==> config.mk <==
export PLATFORM = sky130hd
export DESIGN_NAME = instr_fetch
export DESIGN_NICKNAME = d
export VERILOG_FILES = /design/src/rtl/mips_pkg.sv /design/src/rtl/fetch_timer.sv /design/src/rtl/instr_fetch.sv
export SDC_FILE = /design/constraint.sdc
export NUM_CORES = 1
export LEC_CHECK = 0
export ABC_AREA = 0
export BUFFER_PORTS_ARGS = -buffer_cell sky130_fd_sc_hd__buf_4
export CAP_MARGIN = 20
export CELL_PAD_IN_SITES_DETAIL_PLACEMENT = 1
export CELL_PAD_IN_SITES_GLOBAL_PLACEMENT = 1
export CORE_ASPECT_RATIO = 0.7
export CORE_UTILIZATION = 36
export DETAILED_ROUTE_END_ITERATION = 6
export PLACE_DENSITY_LB_ADDON = 0.1
export SLEW_MARGIN = 0
export SYNTH_ARGS = -nofsm -noshare
export SYNTH_HDL_FRONTEND = slang
export SYNTH_HIERARCHICAL = 1
export SYNTH_SLANG_ARGS = --single-unit
==> constraint.sdc <==
create_clock -name clk -period 2.2 [get_ports clk]
set_clock_uncertainty 0.1 [all_clocks]
set_input_delay 0.11 -clock clk [delete_from_list [all_inputs] [get_ports clk]]
set_output_delay 0.11 -clock clk [all_outputs]
set_load 0.005 [all_outputs]
==> src/rtl/mips_pkg.sv <==
// mips_pkg: shared opcodes, fetch state encoding and instruction field positions.
package mips_pkg;
  localparam logic [5:0] OP_RTYPE = 6'b000000;
  localparam logic [5:0] OP_LW    = 6'b100011;
  localparam logic [5:0] OP_SW    = 6'b101011;
  localparam logic [5:0] OP_BEQ   = 6'b000100;
  localparam int OPC_MSB = 31;
  localparam int OPC_LSB = 26;
  typedef enum logic [1:0] {IDLE, REQ, HOLD, DRAIN} fetchState_t;
endpackage

==> src/rtl/fetch_timer.sv <==
// fetch_timer: counts unacknowledged bus cycles and flags a timeout.
module fetch_timer #(
  parameter int TIMEOUT_CYCLES = 16
) (
  input  logic clk,
  input  logic rst_n,
  input  logic busy,
  input  logic ack,
  output logic expired
);
  localparam int W = $clog2(TIMEOUT_CYCLES + 1);
  logic [W-1:0] count;
  assign expired = busy && !ack && count == W'(TIMEOUT_CYCLES - 1);
  always_ff @(posedge clk)
    count <= (!rst_n || !busy || ack || expired) ? '0 : count + 1'b1;
endmodule

==> src/rtl/instr_fetch.sv <==
// instr_fetch: PC, imem req/ack fetch and decode handoff with redirect squash.
// Optional bus timeout fault when FETCH_TIMEOUT_EN is defined.
module instr_fetch
  import mips_pkg::*;
#(
  parameter logic [31:0] RESET_PC = 32'h0000_0000,
  parameter int TIMEOUT_CYCLES = 16
) (
  input  logic        clk,
  input  logic        rst_n,
  input  logic        fetch_en,
  output logic        imem_req,
  output logic [31:0] imem_addr,
  input  logic        imem_ack,
  input  logic [31:0] imem_rdata,
  output logic        instr_valid,
  input  logic        instr_ready,
  output logic [31:0] instr,
  output logic [5:0]  OPCode,
  output logic [31:0] pc_out,
  output logic [31:0] pc_plus4,
  input  logic        redirect,
  input  logic [31:0] redirect_pc,
  output logic        fetch_err
);
  fetchState_t state, nextState;
  logic [31:0] pc, pcNext, addrReg;
  logic timeout, fetchErr, canFetch, take, holdAddr;
  assign canFetch = fetch_en & ~fetchErr;
  assign take = state == REQ && imem_ack && !redirect;
  assign imem_req = state == REQ || state == DRAIN;
  // the bus address must not move until the outstanding request is acked
  assign holdAddr = imem_req && !imem_ack && nextState != IDLE;
  always_comb begin
    nextState = state;
    unique case (state)
      IDLE:  nextState = (canFetch && !redirect) ? REQ : IDLE;
      REQ:   nextState = imem_ack ? (redirect ? (canFetch ? REQ : IDLE) : HOLD)
                       : redirect ? DRAIN : timeout ? IDLE : REQ;
      HOLD:  nextState = (redirect || instr_ready) ? (canFetch ? REQ : IDLE) : HOLD;
      DRAIN: nextState = imem_ack ? (canFetch ? REQ : IDLE)
                       : (timeout && !redirect) ? IDLE : DRAIN;
      default: nextState = IDLE;
    endcase
    pcNext = redirect ? {redirect_pc[31:2], 2'b00} : take ? pc + 32'd4 : pc;
  end
  always_ff @(posedge clk) begin
    if (!rst_n) begin
      state       <= IDLE;
      pc          <= RESET_PC & ~32'h3;
      addrReg     <= RESET_PC & ~32'h3;
      instr_valid <= 1'b0;
      instr       <= '0;
      pc_out      <= '0;
    end else begin
      state       <= nextState;
      pc          <= pcNext;
      addrReg     <= holdAddr ? addrReg : pcNext;
      instr_valid <= nextState == HOLD;
      if (take) begin
        instr  <= imem_rdata;
        pc_out <= pc;
      end
    end
  end
  assign imem_addr = addrReg;
  assign OPCode    = instr[OPC_MSB:OPC_LSB];
  assign pc_plus4  = pc_out + 32'd4;
`ifdef FETCH_TIMEOUT_EN
  fetch_timer #(.TIMEOUT_CYCLES(TIMEOUT_CYCLES)) timer (
    .clk(clk), .rst_n(rst_n), .busy(imem_req), .ack(imem_ack), .expired(timeout)
  );
  always_ff @(posedge clk)
    fetchErr <= (!rst_n || redirect) ? 1'b0 : timeout ? 1'b1 : fetchErr;
`else
  assign timeout  = 1'b0;
  assign fetchErr = 1'b0;
`endif
  assign fetch_err = fetchErr;
endmodule

==> key figures, run 1 <==
Floorplan
  • I/O pins: a little over 200
  • Die Wd: 157 µm
  • Die ar.: 17,400 µm²
  • Core area: between 15,000 and 20,000 µm²
  • # rows: 39
  • Die Height: 111 µm
  • Initial core utilization: a little under two fifths

Run
  • Total of max-cap violations: 0

Hold path
  • Worst hold path class: input port to register

STA
  • Period utilisation layout: 100%
  • Setup Viol. Count Final: 3
  • Fin worst setup slack: -0.00360 ns
  • RSZ-0062 raised after global routing: yes
  • Max-slew violations: 0
  • Setup TNS Final: -0.00626 ns
  • Hold Vio Cnt, Final: 0
  • Minimum clock period: approximately 2.2 ns
  • Fmax: ~450 MHz
  • Tightest Pin Transition: a little under 0.7 ns
  • Max-slew headroom: 53.7%

Synthesis
  • Post-synth EDFFs: 0
  • Post-synth top flop: dfxtp_1
  • Warnings from Yosys: 6
  • Library cells used by synthesis: 53
  • Cell count after synthesis: 770
  • Synth Area per Inst: about 8 µm²
  • Register bit count reported by yosys: 131
  • Syn Nets: 842
  • Sequential-to-total area share from yosys stat: a little over two fifths
  • Post-synthesis cell area: 6090 µm²
  • Ys async rst share: 0%

Layout
  • Most common library cell in the layout ignoring fill and taps: buf_4
  • Area Overhead vs Synth: 60.3%
  • Final Util: 59.4%
  • # nets final: 1,129
  • Most frequent cells in the layout: 261 x buf_4, 178 x nand2_1, 112 x dfxtp_1
  • Non-Filler Instances: between 1,000 and 1,500
  • Share of cells above drive strength 1: 33.8%
  • Fill cell count: 1,948

Routing
  • DRT Pass-1 Iters: 4
  • Routed vias/inst: 5.28
  • DR vias: 6,835
  • Routed Wire Length: 24,400 µm
  • DRT antenna net count: 0
  • DR WL/cell: 18.8 µm
  • DR iter-0 viols: around 400
  • DRC Markers: 0

Power
  • Pwr per Cell Area: 679 nW/µm²
  • Total power: roughly 6.6 mW
  • LEAKAGE: 4.13 nW
  • Maximum VDD drop: 0.439 mV

Critical path
  • WP data required: 1.99 ns
  • Crit path DAT: 1.99 ns
  • Startpoint types: register
  • Cells along the critical path: and3_4 -> and3_4 -> nand4_1 -> buf_6 -> nor4_4 -> xnor2_1 -> buf_4
  • Worst setup EP type: output pin
  • Critical Path Most Common Cell: and3_4
  • CP Buf/Inv Count: 2
  • Crit path kind: register to output pin
  • Crit-path slowest cell: dfxtp_1
  • Max stage delay on crit path: ~0.35 ns
  • Crit-path leading delay family: simple AND/OR/NAND/NOR gates
  • Worst-path fanout max: 8

Global routing
  • GRT overflow: 0
  • Initial antenna violation count: 1
  • First-pass GRT wire length: 37,600 µm
  • Vias in the first global route: 7,154
  • GRT Overall Usage: 27.9%
  • Largest net degree at the start of global routing: 66

Run status
  • Status: complete, but fails checks
  • Failing checks: setup timing

CTS
  • CTS sink cnt: ~130
  • Worst-path clk slew: ~0.060 ns
  • CTS buffer count: 17
  • CTS tree: done
  • Root Driver: clkbuf_16
  • Worst-case clock buffer depth: 2
  • H-tree depth: 4
  • Worst-skew pair later-pin latency: 0.43 ns

Place
  • Cells after DPL: 1,184
  • Detailed placement HPWL: 15,400 µm
  • Pre-CTS setup slack: -0.0603 ns
  • Placer congestion estimate: 0.875
  • Port Buffer Count: about 200
==> timing repair <==
| action | CTS | global route |
|---|---|---|
| hold buffers | 61 | 0 |
| setup buffers | 7 | 9 |
| pin swaps | 6 | 16 |
| hold endpoints to repair | 67 | 0 |
| setup endpoints to repair | 17 | 32 |
| resized for setup | 32 | 36 |
| cloned | 0 | 2 |
==> synthesized netlist by cell type, drive strengths merged, types with 3 or more instances <==
master  count  area [µm²]
nor2       30         113
inv         7        26.3
a21oi      82         410
nor3       15        80.1
nor4       16         115
o311a       3        30.0
o21ai      19        95.1
a32o        3        30.0
or4         5        37.5
nand2b     24         150
buf        19         115
and3       15        93.8
and4        8        73.8
nand2     179         672
xor2       13         114
nand4      23         163
o31a        6        52.6
nand3      41         205
dfxtp     131        2620
o211a       5        50.1
and2        9        56.3
xnor2      25         219
a21boi      4        30.0
clkbuf     43         161
a31oi       4        25.0
o211ai      6        45.0
o31ai      10        75.1
==> flip-flops by register name (all words and copies together) (netlist names) <==
register / count
pc_out: 32
state: 2
pc: 32
instr: 32
imem_addr: 32
instr_valid: 1
==> power breakdown <==
part	switching [mW]	internal (mW)	total (mW)
Clock	1.10	2.27	3.38
Sequential	0.0829	2.46	2.55
Combinational	0.335	0.375	0.710
Total	1.52	5.11	6.63
==> per-layer routing <==
metal,part of all wire (%),GRT usage [%]
met1,43,34.2
met2,50,47.9
met3,4.4,5.90
met4,2.3,9.90
met5,0,0
==> cell type report <==
cell class	count	area (µm²)	area share, %
well taps	225	282	2.88
clock buffers	19	443	4.54
diodes	1	2.50	0.0256
repair buffers	330	2710	27.8
clock inverters	12	253	2.59
multi-input cells	570	3380	34.6
flip-flops and latches	131	2660	27.3
inverters	7	26.3	0.269
==> final timing paths <==
| path | start | end | slack, ns | depth (start not counted) |
|---|---|---|---|---|
| max reg2reg | pc[6] | imem_addr[27] | 0.03 | 6 |
| min reg2reg | imem_addr[5] | imem_addr[5] | 0.36 | 2 |
| min | fetch_en | instr_valid | 0.03 | 4 |
| max | pc_out[5] | pc_plus4[26] | -0.004 | 7 |
==> worst reg2reg max path: stages, from the launching register on <==
cell and delay, ns:
dfxtp_2 0.33, and4_4 0.26, nand4_1 0.21, buf_12 0.22
or4_4 0.49, a311oi_4 0.33, a21o_1 0.16
==> logic make-up after synthesis <==
family / count (synthesis) / synth area share, %
buf+inv: 69 / 4.97
xor+xnor: 38 / 5.47
flops: 131 / 43.1
fa+ha+maj: 2 / 0.411
other cells: 1 / 0.0616
compound gates: 153 / 15.6
mux: 2 / 0.329
simple gates: 374 / 30.1
==> through the flow <==
stage          instance area (µm²)  hold slack [ns]
6_report                      9760           0.0273
5_1_grt                       9760           0.0334
4_1_cts                       9510         0.000307
3_5_place_dp                  8030            0.270
3_3_place_gp                  8030            0.257
2_1_floorplan                 6090            0.146
(Power assumes the default switching activity.)
==> run 2: changes to the inputs <==
==> constraint.sdc (replaced) <==
create_clock -name clk -period 2.2 [get_ports clk]
set_clock_uncertainty 0.1 [all_clocks]
set_input_delay 0.22 -clock clk [delete_from_list [all_inputs] [get_ports clk]]
set_output_delay 0.22 -clock clk [all_outputs]
set_load 0.005 [all_outputs]
==> run 2 against run 1 <==
The flow still finishes with violations (setup timing); maximum frequency down 5.5%; via count down 0.85%; final cell count down 1.3%; critical endpoint is now pc_plus4[29].
==> key figures, run 2 (synthesis gave the netlist of run 1 again) <==
Global routing
  • Largest net degree at the start of global routing: 73
  • GRT Overall Usage: 27.2%
  • Grt met2 use: 46.9%
  • Met3 Use GR: 4.77%
  • GR peak layer: met2
  • First-pass GRT wire length: 37,100 µm
  • Vias in the first global route: between 7,000 and 8,000
  • Initial antenna violation count: 0
  • Met1 Usage GRT: between 30% and 40%
  • GRT overflow: 0

Routing
  • DR WL/cell: ~19 µm
  • DRT antenna net count: 0
  • Routed Wire Length: around 24,000 µm
  • DRC Markers: 0
  • DR iter-0 viols: 346
  • Routed vias/inst: 5.30
  • DRT Pass-1 Iters: 4
  • DR vias: about 6,800

Place
  • Port Buffer Count: around 200
  • Detailed placement HPWL: 15,800 µm
  • Placer congestion estimate: 0.874
  • Cells after DPL: between 1,000 and 1,500

Floorplan
  • I/O pins: 207
  • Die Height: 111 µm
  • Die ar.: between 15,000 and 20,000 µm²
  • Die Wd: 157 µm
  • Initial core utilization: 37.0%
  • Core area: approximately 16,000 µm²
  • # rows: 39

STA
  • Fin worst setup slack: -0.131 ns
  • Tightest Pin Transition: 0.682 ns
  • Period utilisation layout: 106%
  • Setup Viol. Count Final: 14
  • Hold slack final: 0.0409 ns
  • RSZ-0062 raised after global routing: yes
  • Minimum clock period: 2.33 ns
  • Max-slew violations: 0
  • Fmax: 429 MHz
  • Hold Vio Cnt, Final: 0
  • Max-slew headroom: 54.5%

Critical path
  • R2r setup slk: 0.09 ns
  • R2R depth: 6
  • Max stage delay on crit path: approximately 0.33 ns
  • Critical Path Most Common Cell: and4_4
  • Reg-to-Reg End: imem_addr[27]
  • Crit-path leading delay family: simple AND/OR/NAND/NOR gates
  • Levels on crit path: 6
  • Worst Setup SP: pc_out[5]
  • CP Capture Point: pc_plus4[29]
  • Worst setup EP type: output pin
  • Reg-to-reg startpoint: pc[4]
  • Startpoint types: register
  • Crit-path slowest cell: dfxtp_2
  • Crit path DAT: roughly 2.0 ns
  • CP Buf/Inv Count: 1
  • Cells along the critical path: and3_4 -> and4_4 -> and4_4 -> nand4_1 -> xnor2_1 -> buf_4
  • WP data required: 1.88 ns
  • Worst-path fanout max: 8
  • Crit path kind: register to output pin

Run
  • Total of max-cap violations: 0

Layout
  • # nets final: 1,112
  • Area Overhead vs Synth: 55.4%
  • Antenna diodes: 0
  • Most frequent cells in the layout: 273 x buf_4, 177 x nand2_1, 113 x dfxtp_1
  • Reg area: between 2000 and 3000 µm²
  • Fill cell count: 1,970
  • Most common library cell in the layout ignoring fill and taps: buf_4
  • Share of cells above drive strength 1: 35.3%
  • Multi-input logic area: 3370 µm²
  • Non-Filler Instances: 1,278

CTS
  • H-tree depth: 4
  • Worst-path clk slew: 0.06 ns
  • CTS buffer count: 17
  • CTS tree: done
  • CTS sink cnt: 131
  • Worst-case clock buffer depth: 2
  • Worst-skew pair later-pin latency: 0.43 ns
  • Root Driver: clkbuf_16

Run status
  • Failing checks: setup timing
  • Status: complete, but fails checks

Power
  • Maximum VDD drop: 0.500 mV
  • Pwr per Cell Area: 670 nW/µm²
  • Total power: 6.34 mW
  • LEAKAGE: 4.01 nW

Hold path
  • Worst hold path class: input port to register
  • Hold Path Origin: redirect_pc[24]
[run 2: area by class of cell]
class	instances	area share, %
multi-input cells	570	35.6
flip-flops and latches	131	28.0
repair buffers	313	26.4
clock buffers	19	4.57
well taps	225	2.97
clock inverters	13	2.18
inverters	7	0.278
[run 2: report_power, final]
group,leakage (nW),internal (mW),switching (mW)
Combinational,2.62,0.345,0.318
Sequential,1.08,2.47,0.0840
Clock,0.308,2.01,1.11
Total,4.01,4.83,1.51
[run 2: per-stage QoR]
step                      util [%]  worst slack [ns]  area [µm²]  setup TNS (ns)
after detailed placement      49.2           -0.0123        8090         -0.0123
after floorplan                  -             0.228        6090               0
after global routing          57.6            -0.225        9460           -2.42
final                         57.6            -0.131        9460          -0.989
after global placement        49.2           -0.0178        8090         -0.0178
after CTS                     56.4            -0.105        9270          -0.569
[run 2: worst min path at each step]
stage	endpoint	slack (ns)	cells past startpoint
4_1_cts	pc[6]	0.02	3
3_3_place_gp	instr[15]	0.34	2
5_1_grt	pc[18]	0.05	4
3_5_place_dp	imem_addr[1]	0.35	2
2_1_floorplan	instr[0]	0.26	2
6_report	pc[24]	0.04	3
[run 2: tightest hold or removal path, stage by stage]
cell and delay, ns:
buf_4 0.07, nand2b_1 0.09, and3_1 0.14
[run 2: timing repair]
item / CTS / global route
buffers inserted: 9 / 10
gates cloned: 0 / 1
gates resized for setup: 39 / 21
hold endpoints to repair: 34 / 0
pin swaps: 16 / 11
hold buffers: 34 / 0
endpoints found under the setup margin: 17 / 28
[run 2: routing by layer]
metal  wire length (µm)  part of all wire [%]
met5                  0                     0
met4                603                   2.5
met3               1060                   4.4
met2              11800                    49
met1              10400                    44
